### config.mk
export PLATFORM = sky130hd
export DESIGN_NAME = baccarat_round_ctrl
export DESIGN_NICKNAME = d
export VERILOG_FILES = /design/src/rtl/baccarat_pkg.sv /design/src/rtl/hand_score.sv /design/src/rtl/baccarat_round_ctrl.sv
export SDC_FILE = /design/constraint.sdc
export NUM_CORES = 1
export LEC_CHECK = 0
export CAP_MARGIN = 40
export CORE_ASPECT_RATIO = 0.9
export CORE_MARGIN = 3
export CORE_UTILIZATION = 29
export DETAILED_ROUTE_END_ITERATION = 10
export PLACE_DENSITY = 0.54
export SLEW_MARGIN = 20
export SYNTH_ARGS = -nofsm -noshare
export SYNTH_HDL_FRONTEND = slang
export SYNTH_SLANG_ARGS = --single-unit
### constraint.sdc
create_clock -name slow_clock -period 11.9 [get_ports slow_clock]
set_clock_uncertainty 0.15 [all_clocks]
set_input_delay 1.19 -clock slow_clock [delete_from_list [all_inputs] [get_ports slow_clock]]
set_output_delay 1.19 -clock slow_clock [all_outputs]
set_load 0.03 [all_outputs]
### src/rtl/baccarat_pkg.sv
// Shared baccarat types and rules: FSM states, rank limits, card values and the banker third-card table.
package baccarat_pkg;

  typedef enum logic [3:0] {
    S_IDLE, S_P1, S_D1, S_P2, S_D2, S_CHK2, S_P3, S_CHK3, S_D3, S_RESULT, S_DONE
  } state_t;

  localparam logic [3:0] RANK_MIN = 4'd1;
  localparam logic [3:0] RANK_MAX = 4'd13;

  // Rank 0 (empty slot) and court/ten cards are worth nothing.
  function automatic logic [3:0] card_value(input logic [3:0] rank);
    return (rank <= 4'd9) ? rank : 4'd0;
  endfunction

  function automatic logic rank_valid(input logic [3:0] rank);
    return (rank >= RANK_MIN) && (rank <= RANK_MAX);
  endfunction

  // b = banker two-card score, v = value of the player's third card.
  function automatic logic banker_draws(input logic [3:0] b, input logic [3:0] v);
    logic r;
    case (b)
      4'd0, 4'd1, 4'd2: r = 1'b1;
      4'd3:             r = (v != 4'd8);
      4'd4:             r = (v >= 4'd2) && (v <= 4'd7);
      4'd5:             r = (v >= 4'd4) && (v <= 4'd7);
      4'd6:             r = (v >= 4'd6) && (v <= 4'd7);
      default:          r = 1'b0;
    endcase
    return r;
  endfunction

endpackage

### src/rtl/hand_score.sv
// Combinational baccarat hand score: sum of three card values modulo 10.
module hand_score
  import baccarat_pkg::*;
(
  input  logic [3:0] i_rank1,
  input  logic [3:0] i_rank2,
  input  logic [3:0] i_rank3,
  output logic [3:0] o_score
);

  logic [4:0] w_sum;

  assign w_sum = {1'b0, card_value(i_rank1)} + {1'b0, card_value(i_rank2)}
               + {1'b0, card_value(i_rank3)};

  always_comb begin
    if (w_sum >= 5'd20)      o_score = 4'(w_sum - 5'd20);
    else if (w_sum >= 5'd10) o_score = 4'(w_sum - 5'd10);
    else                     o_score = 4'(w_sum);
  end

endmodule

### src/rtl/baccarat_round_ctrl.sv
// Baccarat round sequencer: deals six slots over a valid/ready card feed, applies natural and
// third-card rules, drives the win lights and keeps saturating session tallies.
module baccarat_round_ctrl
  import baccarat_pkg::*;
#(
  parameter int unsigned TALLY_W   = 8,
  parameter bit          AUTO_DEAL = 1'b0
) (
  input  logic               slow_clock,
  input  logic               reset,
  input  logic               new_round,
  input  logic               card_valid,
  input  logic [3:0]         card_rank,
  output logic               card_ready,
  output logic [3:0]         pcard1,
  output logic [3:0]         pcard2,
  output logic [3:0]         pcard3,
  output logic [3:0]         dcard1,
  output logic [3:0]         dcard2,
  output logic [3:0]         dcard3,
  output logic [3:0]         pscore,
  output logic [3:0]         dscore,
  output logic               player_win_light,
  output logic               dealer_win_light,
  output logic               busy,
  output logic               round_done,
  output logic [TALLY_W-1:0] player_wins,
  output logic [TALLY_W-1:0] dealer_wins,
  output logic [TALLY_W-1:0] ties
);

  state_t r_state, w_state_n;
  logic   w_load, w_clear, w_result;
  logic [3:0] r_pcard1, r_pcard2, r_pcard3, r_dcard1, r_dcard2, r_dcard3;
  logic [3:0] r_pscore, r_dscore, w_pscore, w_dscore;
  logic       r_player_light, r_dealer_light, r_round_done;
  logic [TALLY_W-1:0] r_player_wins, r_dealer_wins, r_ties;

  hand_score u_player (
    .i_rank1(r_pcard1), .i_rank2(r_pcard2), .i_rank3(r_pcard3), .o_score(w_pscore)
  );
  hand_score u_dealer (
    .i_rank1(r_dcard1), .i_rank2(r_dcard2), .i_rank3(r_dcard3), .o_score(w_dscore)
  );

  always_ff @(posedge slow_clock) begin
    if (reset) r_state <= S_IDLE;
    else       r_state <= w_state_n;
  end

  // Decisions read the slot-derived scores so the card loaded on the previous edge already counts;
  // the registered score outputs show the same value one cycle later.
  always_comb begin
    w_state_n  = r_state;
    card_ready = 1'b0;
    w_load     = 1'b0;
    w_clear    = 1'b0;
    w_result   = 1'b0;
    busy       = !((r_state == S_IDLE) || (r_state == S_DONE));
    case (r_state)
      S_IDLE: begin
        if (new_round) begin
          w_state_n = S_P1;
          w_clear   = 1'b1;
        end
      end
      S_P1, S_D1, S_P2, S_D2, S_P3, S_D3: begin
        card_ready = 1'b1;
        if (card_valid && rank_valid(card_rank)) begin
          w_load = 1'b1;
          case (r_state)
            S_P1:    w_state_n = S_D1;
            S_D1:    w_state_n = S_P2;
            S_P2:    w_state_n = S_D2;
            S_D2:    w_state_n = S_CHK2;
            S_P3:    w_state_n = S_CHK3;
            default: w_state_n = S_RESULT;
          endcase
        end
      end
      S_CHK2: begin
        if ((w_pscore >= 4'd8) || (w_dscore >= 4'd8)) w_state_n = S_RESULT;
        else if (w_pscore <= 4'd5)                     w_state_n = S_P3;
        else if (w_dscore <= 4'd5)                     w_state_n = S_D3;
        else                                           w_state_n = S_RESULT;
      end
      S_CHK3: begin
        if (banker_draws(w_dscore, card_value(r_pcard3))) w_state_n = S_D3;
        else                                              w_state_n = S_RESULT;
      end
      S_RESULT: begin
        w_result  = 1'b1;
        w_state_n = S_DONE;
      end
      S_DONE: begin
        if (new_round || AUTO_DEAL) begin
          w_state_n = S_P1;
          w_clear   = 1'b1;
        end
      end
      default: w_state_n = S_IDLE;
    endcase
  end

  always_ff @(posedge slow_clock) begin
    if (reset || w_clear) begin
      r_pcard1       <= '0;
      r_pcard2       <= '0;
      r_pcard3       <= '0;
      r_dcard1       <= '0;
      r_dcard2       <= '0;
      r_dcard3       <= '0;
      r_pscore       <= '0;
      r_dscore       <= '0;
      r_player_light <= 1'b0;
      r_dealer_light <= 1'b0;
    end else begin
      if (w_load) begin
        case (r_state)
          S_P1:    r_pcard1 <= card_rank;
          S_D1:    r_dcard1 <= card_rank;
          S_P2:    r_pcard2 <= card_rank;
          S_D2:    r_dcard2 <= card_rank;
          S_P3:    r_pcard3 <= card_rank;
          S_D3:    r_dcard3 <= card_rank;
          default: ;
        endcase
      end
      r_pscore <= w_pscore;
      r_dscore <= w_dscore;
      if (w_result) begin
        r_player_light <= (w_pscore >= w_dscore);
        r_dealer_light <= (w_dscore >= w_pscore);
      end
    end
  end

  always_ff @(posedge slow_clock) begin
    if (reset) begin
      r_round_done  <= 1'b0;
      r_player_wins <= '0;
      r_dealer_wins <= '0;
      r_ties        <= '0;
    end else begin
      r_round_done <= w_result;
      if (w_result) begin
        if (w_pscore > w_dscore) begin
          if (r_player_wins != '1) r_player_wins <= r_player_wins + TALLY_W'(1);
        end else if (w_pscore < w_dscore) begin
          if (r_dealer_wins != '1) r_dealer_wins <= r_dealer_wins + TALLY_W'(1);
        end else begin
          if (r_ties != '1) r_ties <= r_ties + TALLY_W'(1);
        end
      end
    end
  end

  assign pcard1           = r_pcard1;
  assign pcard2           = r_pcard2;
  assign pcard3           = r_pcard3;
  assign dcard1           = r_dcard1;
  assign dcard2           = r_dcard2;
  assign dcard3           = r_dcard3;
  assign pscore           = r_pscore;
  assign dscore           = r_dscore;
  assign player_win_light = r_player_light;
  assign dealer_win_light = r_dealer_light;
  assign round_done       = r_round_done;
  assign player_wins      = r_player_wins;
  assign dealer_wins      = r_dealer_wins;
  assign ties             = r_ties;

endmodule

==> results of run 1 <==
[final cells by class]
class	count	area (um2)	area share [%]
inverters	19	71.32	1.404
clock buffers	13	250.2	4.926
flip-flops and latches	63	1261	24.83
clock inverters	3	18.77	0.3695
repair buffers	72	708.2	13.94
well taps	164	205.2	4.039
multi-input cells	373	2565	50.49
[power by group]
part           switching, W   total, W  leakage (nW)  internal [W]
logic             0.0000325  0.0000532          1.31     0.0000207
clock network     0.0000961   0.000242         0.134      0.000146
registers        0.00000407   0.000217         0.508      0.000213
total              0.000133   0.000513          1.95      0.000380
[routing by layer]
layer / up-vias / routed length, um
met5: - / 0
met4: 0 / 227
met3: 14 / 424
met2: 75 / 4739
met1: 1653 / 4940
li1: 1807 / -
[Yosys cell counts, types with 2 or more instances]
cell | n | area, um2
xor2_1 | 5 | 43.79
dfxtp_1 | 63 | 1261
a31oi_1 | 7 | 43.79
buf_6 | 2 | 22.52
o21a_1 | 3 | 22.52
nor2b_1 | 18 | 112.6
xnor2_1 | 7 | 61.31
and2_1 | 10 | 62.56
nor3_1 | 12 | 60.06
o21ai_0 | 23 | 115.1
inv_1 | 18 | 67.56
clkbuf_1 | 13 | 48.80
nor2_1 | 71 | 266.5
mux2_1 | 2 | 22.52
o31ai_1 | 2 | 15.01
nand2_1 | 21 | 78.83
nand3_1 | 12 | 60.06
o211ai_1 | 3 | 22.52
and3_1 | 10 | 62.56
fa_1 | 10 | 200.2
nand2b_1 | 16 | 100.1
or4_1 | 4 | 30.03
o211a_1 | 3 | 30.03
nor3b_1 | 4 | 30.03
ha_1 | 18 | 225.2
mux2i_1 | 27 | 270.3
a211oi_1 | 4 | 30.03
or3_1 | 9 | 56.30
a21o_1 | 5 | 37.54
a21oi_1 | 26 | 130.1
nand4_1 | 10 | 62.56
nor4_1 | 5 | 31.28
[tightest hold or removal path, cell delays in order (launching register included)]
cell and delay, ns:
dfxtp_1 0.32, o21ai_0 0.08, a21oi_1 0.06
[per-stage QoR]
stage	instances	util [%]	instance area (um2)
after CTS	706	38.95	5075
after floorplan	472	-	3978
after global placement	690	36.89	4806
after detailed placement	690	36.89	4806
after global routing	707	38.99	5080
final	707	38.99	5080
[cells by family (layout without fill, tap and decap cells)]
| group | count (synthesis) | count (layout) | share of synthesized area [%] |
|---|---|---|---|
| buf+inv | 36 | 107 | 3.806 |
| flops | 63 | 63 | 31.71 |
| simple gates | 208 | 208 | 26.83 |
| xor+xnor | 13 | 13 | 3.051 |
| fa+ha+maj | 30 | 30 | 11.23 |
| mux | 30 | 30 | 7.644 |
| compound gates | 92 | 92 | 15.73 |
[how the worst max path moves through the flow]
stage | slack, ns | depth (start not counted) | endpoint
6_report | 6.23 | 17 | player_wins[0]$_SDFFE_PP0P_
2_1_floorplan | 6.37 | 20 | ties[5]$_SDFFE_PP0P_
3_5_place_dp | 6.02 | 18 | ties[5]$_SDFFE_PP0P_
4_1_cts | 6.01 | 18 | ties[5]$_SDFFE_PP0P_
5_1_grt | 5.75 | 19 | ties[7]$_SDFFE_PP0P_
3_3_place_gp | 6.25 | 18 | ties[5]$_SDFFE_PP0P_
==> results.json, run 1 <==
{
  "status": "finished clean",
  "worstHoldPathCells": 2,
  "hpwl_um": 7934,
  "worst_ep_arrival_time_ns": 5.75,
  "grt_antenna_before_repair": 0,
  "fin_tns_setup_ns": 0,
  "syn2layout_area_growth_pct": 27.71,
  "firstDrtPassIters": 5,
  "drt-initial-drc-count": 232,
  "totalWireLength_um": 10330,
  "critPathMaxFanout": 14,
  "overflow": 0,
  "vias_per_cell": 5.020,
  "ys_warn_count": 0,
  "path_common_cell": "ha_1",
  "cts_resized": 0,
  "cts_hold_buffers": 0,
  "synth-seq-cells": 63,
  "slew_viol_final": 0,
  "finalPower_w": 0.0005128,
  "cp_data_required_time_ns": 11.97,
  "hold_path_class": "flip-flop to flip-flop",
  "core-area_um2": 13030,
  "hold_end": "player_wins[5]$_SDFFE_PP0P_",
  "rsz0062_at_grt": "no",
  "crit_chain": "o21ai_0 -> and2_1 -> fa_1 -> ha_1 -> fa_1 -> ha_1 -> nor2b_1 -> nor3_1 -> a211oi_1 -> a2bb2oi_1 -> inv_1 -> ha_1 -> a21oi_1 -> nor3_1 -> o41ai_4 -> nor2b_1 -> mux2_1",
  "final_common_cell": "nor2_1",
  "drc": 0,
  "hold_viol": 0,
  "min_period_ns": 5.674,
  "port_buffers": 68,
  "ir_drop_uv": 63.57,
  "row_count": 39,
  "layout-drive-gt1-share_pct": 5.525,
  "ff2ff_path_depth": 17,
  "pre_cts_slack_ns": 6.022,
  "slew_headroom_pct": 43.09,
  "crit_path_max_incr_delay_ns": 0.70,
  "cp_top_family": "adder cells",
  "r2r_slack_ns": 6.23,
  "syn-num-nets": 508,
  "r2r_start": "pcard3[2]$_SDFFE_PP0P_",
  "nFillCells": 1314,
  "r2r_end": "player_wins[0]$_SDFFE_PP0P_",
  "max_freq_mhz": 176.2,
  "fin_nets": 574,
  "met2_usage_pct": 22.69,
  "worstHoldStart": "player_wins[5]$_SDFFE_PP0P_",
  "ant_nets": 0,
  "cts.sinks": 63,
  "busiest_layer": "met2",
  "grt_pass1_vias": 3370,
  "cts_buffer_depth": 2,
  "insertion_delay_ns": 0.34,
  "antennaDiodeCount": 0,
  "cp_num_buf_inv": 1,
  "cp_slowest_cell": "o41ai_4",
  "startpoint_type": "flip-flop",
  "use_met1_pct": 19.07,
  "die_h_um": 117.1,
  "tightestPinTransition_ns": 0.8472,
  "cp-end-kind": "flip-flop",
  "mostFrequentLayoutCells": "71 x nor2_1, 68 x clkdlybuf4s50_1, 63 x dfxtp_1, 27 x mux2i_1, 26 x a21oi_1",
  "io_pins": 69,
  "dieArea_um2": 15160,
  "grt_max_degree": 36,
  "wire_per_inst_um": 14.61,
  "gp_congestion": 0.8284,
  "fin_crit_sh_pct": 47.68,
  "start_util_pct": 30.53,
  "async_reset_ff_share_pct": 0,
  "clk_pin_slew_ns": 0.06,
  "track_usage_pct": 14.50,
  "synth_enable_flop_cells": 0,
  "synthesis.area_um2": 3978,
  "max_cap_violations": 0,
  "synth_ff_type": "dfxtp_1",
  "grt_pass1_wl_um": 17190,
  "vias": 3549,
  "p_leak_nw": 1.950,
  "die-width_um": 129.5,
  "setup_slack_ns": 6.226,
  "setup_viol": 0,
  "htree_num_levels": 3,
  "p_per_area_nw_per_um2": 101.0,
  "post_cts.repair.setup_buffers": 0,
  "cp-startpoint": "pcard3[2]$_SDFFE_PP0P_",
  "ys_types": 61,
  "tritoncts": "built",
  "crit_type": "flip-flop to flip-flop",
  "seq_area_frac_synth_pct": 31.71,
  "avgSynthCellArea_um2": 8.427,
  "met3_usage_pct": 3.131,
  "holdWs_ns": 0.3565,
  "cts_buffers": 9,
  "cts-root-buf": "clkbuf_16",
  "synthesis.instances": 472
}
(Power assumes the default switching activity.)
==> inputs of run 2 (changes only) <==
--- a/config.mk
+++ b/config.mk
@@ -10,7 +10,7 @@
 export CORE_MARGIN = 3
 export CORE_UTILIZATION = 29
 export DETAILED_ROUTE_END_ITERATION = 10
-export PLACE_DENSITY = 0.54
+export PLACE_DENSITY = 0.56
 export SLEW_MARGIN = 20
 export SYNTH_ARGS = -nofsm -noshare
 export SYNTH_HDL_FRONTEND = slang
==> constraint.sdc (replaced) <==
create_clock -name slow_clock -period 5.1 [get_ports slow_clock]
set_clock_uncertainty 0.15 [all_clocks]
set_input_delay 0.51 -clock slow_clock [delete_from_list [all_inputs] [get_ports slow_clock]]
set_output_delay 0.51 -clock slow_clock [all_outputs]
set_load 0.03 [all_outputs]
==> results.json, run 2 (same netlist as run 1, synthesis figures left out) <==
{
  "slew_viol_final": 0,
  "p_leak_nw": 2.031,
  "grt_max_degree": 36,
  "wire_per_inst_um": 14.67,
  "fin_nets": 586,
  "cp-end-kind": "flip-flop",
  "crit_chain": "nand2b_1 -> fa_1 -> inv_1 -> ha_1 -> inv_1 -> fa_2 -> inv_1 -> ha_1 -> or3b_2 -> nand2_1 -> nor2_1 -> o21bai_1 -> a31oi_2 -> ha_1 -> and2_4 -> a221oi_4 -> o41ai_4 -> buf_4 -> or3_1 -> a21oi_1",
  "max_cap_violations": 0,
  "track_usage_pct": 14.17,
  "fin_tns_setup_ns": 0,
  "grt_pass1_wl_um": 17030,
  "hold_path_class": "flip-flop to flip-flop",
  "cp_slowest_cell": "fa_1",
  "crit_type": "flip-flop to flip-flop",
  "worstHoldStart": "ties[5]$_SDFFE_PP0P_",
  "cts_buffers": 9,
  "cts_hold_buffers": 0,
  "clk_pin_slew_ns": 0.05,
  "die_h_um": 117.1,
  "io_pins": 69,
  "htree_num_levels": 3,
  "layout-drive-gt1-share_pct": 12.43,
  "setup_viol": 0,
  "slew_headroom_pct": 48.35,
  "min_period_ns": 4.851,
  "start_util_pct": 30.53,
  "ant_nets": 0,
  "r2r_slack_ns": 0.25,
  "cp_num_buf_inv": 4,
  "cts.sinks": 63,
  "cts_buffer_depth": 2,
  "ff2ff_path_depth": 20,
  "final_core_util_pct": 40.32,
  "die-width_um": 129.5,
  "port_buffers": 68,
  "row_count": 39,
  "rsz0062_at_grt": "no",
  "startpoint_type": "flip-flop",
  "firstDrtPassIters": 4,
  "final_common_cell": "nor2_1",
  "fin_crit_sh_pct": 95.12,
  "r2r_start": "dcard3[3]$_SDFFE_PP0P_",
  "drt-initial-drc-count": 136,
  "worst_ep_arrival_time_ns": 4.96,
  "hpwl_um": 8112,
  "dieArea_um2": 15160,
  "syn2layout_area_growth_pct": 32.09,
  "vias": 3605,
  "totalWireLength_um": 10550,
  "overflow": 0,
  "hold_viol": 0,
  "crit_path_max_incr_delay_ns": 0.53,
  "p_per_area_nw_per_um2": 225.3,
  "tritoncts": "built",
  "insertion_delay_ns": 0.33,
  "antennaDiodeCount": 0,
  "tightestPinTransition_ns": 0.7689,
  "grt_pass1_vias": 3410,
  "worstHoldPathCells": 2,
  "ir_drop_uv": 146.8,
  "cp_top_family": "adder cells",
  "r2r_end": "player_wins[3]$_SDFFE_PP0P_",
  "critPathMaxFanout": 12,
  "grt_antenna_before_repair": 0,
  "drc": 0,
  "mostFrequentLayoutCells": "71 x nor2_1, 68 x clkdlybuf4s50_1, 46 x dfxtp_1, 27 x mux2i_1",
  "hold_end": "ties[5]$_SDFFE_PP0P_",
  "vias_per_cell": 5.014,
  "cts-root-buf": "clkbuf_16",
  "gp_congestion": 0.9425,
  "max_freq_mhz": 206.1,
  "status": "finished clean",
  "core-area_um2": 13030,
  "cp_data_required_time_ns": 5.21
}
-- run 2: worst reg2reg max path: stages, from the launching register on --
cell,delay [ns]
dfxtp_2,0.34
nand2b_1,0.17
fa_1,0.53
inv_1,0.04
ha_1,0.20
inv_1,0.07
fa_2,0.44
inv_1,0.11
ha_1,0.17
or3b_2,0.46
nand2_1,0.11
nor2_1,0.08
o21bai_1,0.19
a31oi_2,0.12
ha_1,0.32
and2_4,0.17
a221oi_4,0.31
o41ai_4,0.13
buf_4,0.19
or3_1,0.35
a21oi_1,0.14
-- run 2: layout make-up --
cell class | count | area, um2
clock buffers | 12 | 236.5
flip-flops and latches | 63 | 1282
well taps | 164 | 205.2
repair buffers | 84 | 798.3
multi-input cells | 373 | 2638
inverters | 19 | 71.32
fillers | 1275 | 7775
clock inverters | 4 | 22.52
-- run 2: report_power, final --
part	total [W]	switching, W	internal [W]
clock network	0.000542	0.000216	0.000326
logic	0.000135	0.0000791	0.0000558
registers	0.000507	0.00000946	0.000498
total	0.00118	0.000304	0.000880
-- run 2: worst max-delay path by stage --
stage	startpoint	end	slack (ns)	depth (start not counted)
after floorplan	pcard1[2]$_SDFFE_PP0P_	ties[5]$_SDFFE_PP0P_	0.01	21
after detailed placement	dcard3[3]$_SDFFE_PP0P_	player_wins[7]$_SDFFE_PP0P_	-0.02	21
final	dcard3[3]$_SDFFE_PP0P_	player_wins[3]$_SDFFE_PP0P_	0.25	20
after CTS	dcard3[3]$_SDFFE_PP0P_	player_wins[4]$_SDFFE_PP0P_	0.06	21
after global routing	dcard3[3]$_SDFFE_PP0P_	player_wins[5]$_SDFFE_PP0P_	0.04	21
after global placement	dcard3[3]$_SDFFE_PP0P_	player_wins[7]$_SDFFE_PP0P_	0.05	21
-- run 2: routing by layer --
layer	routed length, um	GRT usage (%)	up-vias
li1	-	-	1829
met1	5084	19.13	1696
met2	4944	22.38	69
met3	394	3.312	11
met4	127	4.917	0
met5	0	0	-
-- run 2: stage by stage --
step / total power, W / cells / worst slack (ns) / hold slack [ns] / instance area (um2)
after floorplan: 0.0006021 / 472 / 0.01089 / 0.4330 / 4024
after global placement: 0.0006485 / 701 / 0.04927 / 0.3412 / 4935
after detailed placement: 0.0006484 / 701 / -0.02414 / 0.3511 / 4935
after CTS: 0.001204 / 717 / 0.05557 / 0.3584 / 5200
after global routing: 0.001240 / 719 / 0.04129 / 0.3803 / 5254
final: 0.001184 / 719 / 0.2488 / 0.3555 / 5254
-- run 2: what timing repair did --
| action | 4_1_cts | 5_1_grt |
|---|---|---|
| endpoints found under the hold margin | 0 | 0 |
| pin swaps | 0 | 2 |
| setup endpoints to repair | 6 | 17 |
| gates resized for setup | 1 | 8 |
| buffers inserted | 0 | 1 |
